**config.mk**
```make
export PLATFORM = sky130hd
export DESIGN_NAME = tetris_input_ctrl
export DESIGN_NICKNAME = d
export VERILOG_FILES = /design/src/rtl/tetris_input_ctrl.sv
export SDC_FILE = /design/constraint.sdc
export NUM_CORES = 1
export LEC_CHECK = 0
export ABC_AREA = 1
export CORE_MARGIN = 10
export CORE_UTILIZATION = 55
export CTS_BUF_LIST = sky130_fd_sc_hd__clkbuf_4 sky130_fd_sc_hd__clkbuf_8 sky130_fd_sc_hd__clkbuf_16
export DETAILED_ROUTE_END_ITERATION = 16
export GPL_TIMING_DRIVEN = 0
export PLACE_DENSITY = 0.71
export SETUP_SLACK_MARGIN = 0.5
export SYNTH_ARGS = -nofsm -noshare
export SYNTH_HDL_FRONTEND = slang
export SYNTH_SLANG_ARGS = --single-unit
```
**constraint.sdc**
```tcl
create_clock -name clk -period 18.37 [get_ports clk]
set_input_delay 3.674 -clock clk [delete_from_list [all_inputs] [get_ports clk]]
set_output_delay 3.674 -clock clk [all_outputs]
set_load 0.005 [all_outputs]
```
**src/rtl/tetris_input_ctrl.sv**
```systemverilog
// rtl/tetris_input_ctrl.sv - button conditioning, gravity timer and command arbiter for the tetris core
// Optional soft-drop button path is enabled with TETRIS_SOFT_DROP_EN.
module tetris_input_ctrl #(
  parameter logic [19:0] DEBOUNCE_CYCLES = 20'd500000,
  parameter logic [26:0] GRAVITY_TICKS   = 27'd50000000,
  parameter logic [25:0] REPEAT_DELAY    = 26'd25000000,
  parameter logic [25:0] REPEAT_RATE     = 26'd5000000,
  parameter logic [7:0]  MIN_GAP         = 8'd64
) (
  input  logic       clk,
  input  logic       reset,
  input  logic [4:0] btn,
`ifdef TETRIS_SOFT_DROP_EN
  input  logic       btn_down,
`endif
  output logic [2:0] ctrl
);

`ifdef TETRIS_SOFT_DROP_EN
  localparam int NB = 6;
`else
  localparam int NB = 5;
`endif
  localparam int REP_MAX = (REPEAT_DELAY > REPEAT_RATE) ? int'(REPEAT_DELAY) : int'(REPEAT_RATE);
  localparam int DEB_W   = $clog2(int'(DEBOUNCE_CYCLES) + 1);
  localparam int GRAV_W  = $clog2(int'(GRAVITY_TICKS) + 1);
  localparam int REP_W   = $clog2(REP_MAX + 1);
  localparam int GAP_W   = $clog2(int'(MIN_GAP) + 1);

  localparam logic [DEB_W-1:0]  DEB_LAST  = DEB_W'(int'(DEBOUNCE_CYCLES) - 1);
  localparam logic [GRAV_W-1:0] GRAV_FULL = GRAV_W'(GRAVITY_TICKS);
`ifdef TETRIS_SOFT_DROP_EN
  localparam logic [GRAV_W-1:0] GRAV_SOFT = GRAV_W'(GRAVITY_TICKS / 8);
`endif
  localparam logic [REP_W-1:0]  REP_DLY   = REP_W'(REPEAT_DELAY);
  localparam logic [REP_W-1:0]  REP_PER   = REP_W'(REPEAT_RATE);
  localparam logic [GAP_W-1:0]  GAP_LOAD  = GAP_W'(int'(MIN_GAP) - 1);

  localparam int S_HOLD  = 0;
  localparam int S_ROT   = 1;
  localparam int S_LEFT  = 2;
  localparam int S_RIGHT = 3;
  localparam int S_BAR   = 4;
  localparam int S_DOWN  = 5;

  logic [NB-1:0]     raw;
  logic [NB-1:0]     sync1_q, sync1_d, sync2_q, sync2_d;
  logic [NB-1:0]     stable_q, stable_d, prev_q, prev_d, rise;
  logic [DEB_W-1:0]  deb_cnt_q [NB];
  logic [DEB_W-1:0]  deb_cnt_d [NB];
  logic [REP_W-1:0]  rep_cnt_q [2];
  logic [REP_W-1:0]  rep_cnt_d [2];
  logic [1:0]        rep_on_q, rep_on_d, rep_set;
  logic [5:0]        pend_q, pend_d, pend_set, pend_clr, pick;
  logic [GRAV_W-1:0] grav_q, grav_d, grav_limit;
  logic [GAP_W-1:0]  gap_q, gap_d;
  logic [2:0]        ctrl_q, ctrl_d, code;
  logic              issue, bar_issue, grav_req;

`ifdef TETRIS_SOFT_DROP_EN
  assign raw = {btn_down, btn};
`else
  assign raw = btn;
`endif
  assign ctrl = ctrl_q;

  // Synchronizer and debouncer: stable only follows sync after DEBOUNCE_CYCLES differing cycles in a row
  always_comb begin
    sync1_d  = raw;
    sync2_d  = sync1_q;
    stable_d = stable_q;
    prev_d   = stable_q;
    for (int i = 0; i < NB; i++) begin
      deb_cnt_d[i] = '0;
      if (sync2_q[i] != stable_q[i]) begin
        if (deb_cnt_q[i] == DEB_LAST) begin
          stable_d[i] = sync2_q[i];
        end else begin
          deb_cnt_d[i] = deb_cnt_q[i] + 1'b1;
        end
      end
    end
    rise = stable_q & ~prev_q;
  end

  // Left/right auto-repeat: first period is REPEAT_DELAY, later ones REPEAT_RATE
  always_comb begin
    rep_set = '0;
    for (int j = 0; j < 2; j++) begin
      rep_cnt_d[j] = '0;
      rep_on_d[j]  = 1'b0;
      if (stable_q[S_LEFT + j]) begin
        if (rep_cnt_q[j] == (rep_on_q[j] ? REP_PER : REP_DLY)) begin
          rep_set[j]   = 1'b1;
          rep_cnt_d[j] = REP_W'(1);
          rep_on_d[j]  = 1'b1;
        end else begin
          rep_cnt_d[j] = rep_cnt_q[j] + 1'b1;
          rep_on_d[j]  = rep_on_q[j];
        end
      end
    end
  end

  always_comb begin
    grav_limit = GRAV_FULL;
`ifdef TETRIS_SOFT_DROP_EN
    if (stable_q[S_DOWN]) grav_limit = GRAV_SOFT;
`endif
    issue = (gap_q == '0) && (pend_q != '0);
    pick  = '0;
    code  = 3'd0;
    if (pend_q[S_BAR]) begin
      pick[S_BAR] = 1'b1;   code = 3'd6;
    end else if (pend_q[S_HOLD]) begin
      pick[S_HOLD] = 1'b1;  code = 3'd1;
    end else if (pend_q[S_ROT]) begin
      pick[S_ROT] = 1'b1;   code = 3'd2;
    end else if (pend_q[S_LEFT]) begin
      pick[S_LEFT] = 1'b1;  code = 3'd3;
    end else if (pend_q[S_RIGHT]) begin
      pick[S_RIGHT] = 1'b1; code = 3'd4;
    end else if (pend_q[S_DOWN]) begin
      pick[S_DOWN] = 1'b1;  code = 3'd5;
    end
    bar_issue = issue && pick[S_BAR];

    // Request is raised as the counter enters its last tick, so the DOWN issues exactly at the wrap
    grav_req = !bar_issue && ((grav_q == grav_limit - 2'd2) || (grav_q >= grav_limit));
    grav_d   = (bar_issue || (grav_q >= grav_limit - 1'b1)) ? '0 : grav_q + 1'b1;

    pend_set          = '0;
    pend_set[S_HOLD]  = rise[S_HOLD];
    pend_set[S_ROT]   = rise[S_ROT];
    pend_set[S_LEFT]  = rise[S_LEFT] | rep_set[0];
    pend_set[S_RIGHT] = rise[S_RIGHT] | rep_set[1];
    pend_set[S_BAR]   = rise[S_BAR];
    pend_set[S_DOWN]  = grav_req;
`ifdef TETRIS_SOFT_DROP_EN
    pend_set[S_DOWN]  = grav_req | rise[S_DOWN];
`endif
    pend_clr = issue ? pick : '0;
    if (bar_issue) pend_clr[S_DOWN] = 1'b1;
    pend_d = (pend_q & ~pend_clr) | pend_set;

    ctrl_d = issue ? code : 3'd0;
    gap_d  = issue ? GAP_LOAD : ((gap_q != '0) ? gap_q - 1'b1 : '0);
  end

  always_ff @(posedge clk or posedge reset) begin
    if (reset) begin
      sync1_q  <= '0;
      sync2_q  <= '0;
      stable_q <= '0;
      prev_q   <= '0;
      for (int i = 0; i < NB; i++) deb_cnt_q[i] <= '0;
      for (int j = 0; j < 2; j++) rep_cnt_q[j] <= '0;
      rep_on_q <= '0;
      pend_q   <= '0;
      grav_q   <= '0;
      gap_q    <= '0;
      ctrl_q   <= 3'd0;
    end else begin
      sync1_q  <= sync1_d;
      sync2_q  <= sync2_d;
      stable_q <= stable_d;
      prev_q   <= prev_d;
      for (int i = 0; i < NB; i++) deb_cnt_q[i] <= deb_cnt_d[i];
      for (int j = 0; j < 2; j++) rep_cnt_q[j] <= rep_cnt_d[j];
      rep_on_q <= rep_on_d;
      pend_q   <= pend_d;
      grav_q   <= grav_d;
      gap_q    <= gap_d;
      ctrl_q   <= ctrl_d;
    end
  end

endmodule

```
==> impl_metrics.py <==
metrics = {
    "outcome": {
        "status": "finished clean",
    },
    "cts": {
        "clk_pin_slew_ns": 0.06,
        "numClockSinks": 209,
        "ctsResizeCount": 0,
        "cts_tree": "done",
        "clkLatencyLatePin_ns": 0.51,
        "cts_setup_buffers": 0,
        "cts-root-buf": "clkbuf_16",
        "clock_path_buffers": 3,
        "cts_buffers": 23,
        "htreeDepth": 1,
        "holdBufCountCts": 0,
    },
    "critical_path": {
        "end_kind": "primary output",
        "cp.arrival_ns": 1.39,
        "crit_slowest_cell": "clkdlybuf4s50_1",
        "crit_buf_inv": 1,
        "crit_path_start_kind": "flop",
        "required_ns": 14.70,
        "critPathKind": "reg -> out",
        "cpPeakStageDelay_ns": 0.51,
        "cp_top_family": "buffers and inverters",
        "crit_fanout": 1,
        "critical_path.cell_chain": "clkdlybuf4s50_1",
    },
    "logic_synthesis": {
        "async_reset_ff_frac": 1.00,
        "synth_edf_count": 0,
        "ys.flop_type": "dfrtp_1",
        "synth_area_leader_cell": "dfrtp_1",
        "synth_top_area_frac": 0.470,
        "ys_ff_latch": 209,
        "syn_nets": 1439,
        "ys_warn_count": 0,
        "syn_inst": 1419,
        "syn_avg_cell_area_sq_um": 7.84,
        "synthTopCellsByArea": "dfrtp_1, nor2_1, nand2_1",
        "synthDistinctLibCells": 39,
        "synth.most_common_cell": "nor2_1",
        "synth_common_cells": "nor2_1, nand2_1, dfrtp_1",
        "ys_seq_area_frac": 0.470,
        "synth_area_sq_um": 11100,
    },
    "timing": {
        "fin_setup_tns_ns": 0,
        "maxSlewHeadroom": 0.576,
        "finClkSkew_ns": 0.0115,
        "fin_crit_ns": 5.07,
        "hold_viol": 0,
        "finalCritPeriodShare": 0.276,
        "fmax_mhz": 197,
        "finalWorstSetupSlack_ns": 13.30,
        "rsz0062_at_grt": "no",
        "final_max_slew_viol_count": 0,
        "worst_pin_slew_ns": 0.636,
        "setup-violations-final": 0,
    },
    "global_routing": {
        "grt_pass1_vias": 8507,
        "antenna_found_initial": 0,
        "grt-ovfl-total": 0,
        "grtUsageTotal": 0.172,
        "grt_pass1_wl_um": 39300,
        "grt_max_degree": 124,
    },
    "placement": {
        "portBuffers": 9,
        "placed_area_sq_um": 11600,
        "place_congestion": 0.885,
        "post-place-ws_ns": 13.12,
        "dpl.hpwl_um": 15200,
    },
    "layout": {
        "final_area_sq_um": 12500,
        "drive_above_1_share": 0.0776,
        "diodes": 0,
        "nets": 1474,
        "area_growth_syn_to_layout_pct": 12.1,
    },
    "floorplan": {
        "dieArea_sq_um": 26300,
        "start_util": 0.566,
        "ios": 10,
        "core_sq_um": 19700,
        "row_count": 51,
        "die_w_um": 162,
        "dieHeight_um": 162,
    },
    "detailed_routing": {
        "first_iter_violations": 527,
        "ant_nets": 0,
        "vias_per_cell": 5.09,
        "routed_wl_um": 22100,
        "drt-wirelength-per-cell_um": 12.7,
        "first_pass_iters": 6,
        "drcViolationCount": 0,
        "routed-via-count": 8828,
    },
    "flow_run": {
        "max_cap_violations": 0,
    },
    "pwr": {
        "p_per_area_nw_per_um2": 82.2,
        "peakVddDrop_mv": 0.0786,
        "leakage_nw": 5.51,
    },
    "hold_path": {
        "hold_class": "reg -> reg",
    },
}
worst paths after layout:
check                                end        from  slack, ns  depth (start not counted)
max in group asynchronous  rep_cnt_q[32]       reset      13.71                          3
min in group asynchronous  deb_cnt_q[28]       reset       3.66                          2
max                              ctrl[1]     ctrl[1]      13.30                          1
max reg2reg                    pend_q[1]    gap_q[0]      16.51                         11
min reg2reg                   sync2_q[2]  sync1_q[2]       0.35                          0
min                           sync2_q[2]  sync1_q[2]       0.35                          0
power breakdown:
part / switching [mW] / internal, mW
logic: 0.0159 / 0.00502
registers: 0.00280 / 0.464
clock network: 0.188 / 0.350
total: 0.207 / 0.819
flip-flops by register name (all words and copies together), names as in the netlist:
register	flops
prev_d	5
sync2_q	5
grav_q	26
sync1_q	5
pend_q	6
ctrl	3
gap_q	7
rep_cnt_q	50
deb_cnt_q	95
prev_q	5
rep_on_q	2
metrics by stage:
stage                     hold WS (ns)  total power [mW]  cells   util
after floorplan                  0.331             0.489   1419      -
after global placement           0.334             0.496   1693  0.587
after detailed placement         0.343             0.497   1694  0.589
after CTS                        0.353              1.04   1735  0.635
after global routing             0.373              1.06   1735  0.635
final                            0.353              1.03   1735  0.635
placed cells by master (no fill, tap or decap), drive strengths merged, types with 2 or more instances in the layout:
master           n
inv            182
nand2          309
a21oi           35
ha              13
nor2           349
xnor2           20
o21ai           29
nand3           90
nand4           36
a211oi           4
nor3            45
clkbuf          27
buf              7
dfrtp          209
clkinv           7
xor2            67
o22ai            2
nand3b           5
a31oi            3
o21bai           2
clkdlybuf4s50    9
bufinv           8
nor3b           10
final cells by class:
class | count | area, sq um
Fill cell | 1764 | 7180
Sequential cell | 209 | 5230
Multi-Input combinational cell | 1020 | 5150
Inverter | 182 | 691
Clock buffer | 25 | 603
Tap cell | 265 | 332
Clock inverter | 16 | 290
Timing Repair Buffer | 10 | 118
Buffer | 8 | 55.1
metal layers:
layer,vias up,track usage,part of all wire
li1,4520,-,-
met1,4164,0.237,0.49
met2,112,0.283,0.46
met3,32,0.0230,0.027
met4,0,0.0389,0.020
met5,-,0,0
kinds of logic after synthesis:
logic type | synth area share
flip-flops | 0.470
adder cells (fa/ha/maj) | 0.0146
AO/OA/AOI/OAI | 0.0387
buffers and inverters | 0.0664
XOR/XNOR | 0.0685
AND/OR/NAND/NOR | 0.342
(Power assumes the default switching activity.)
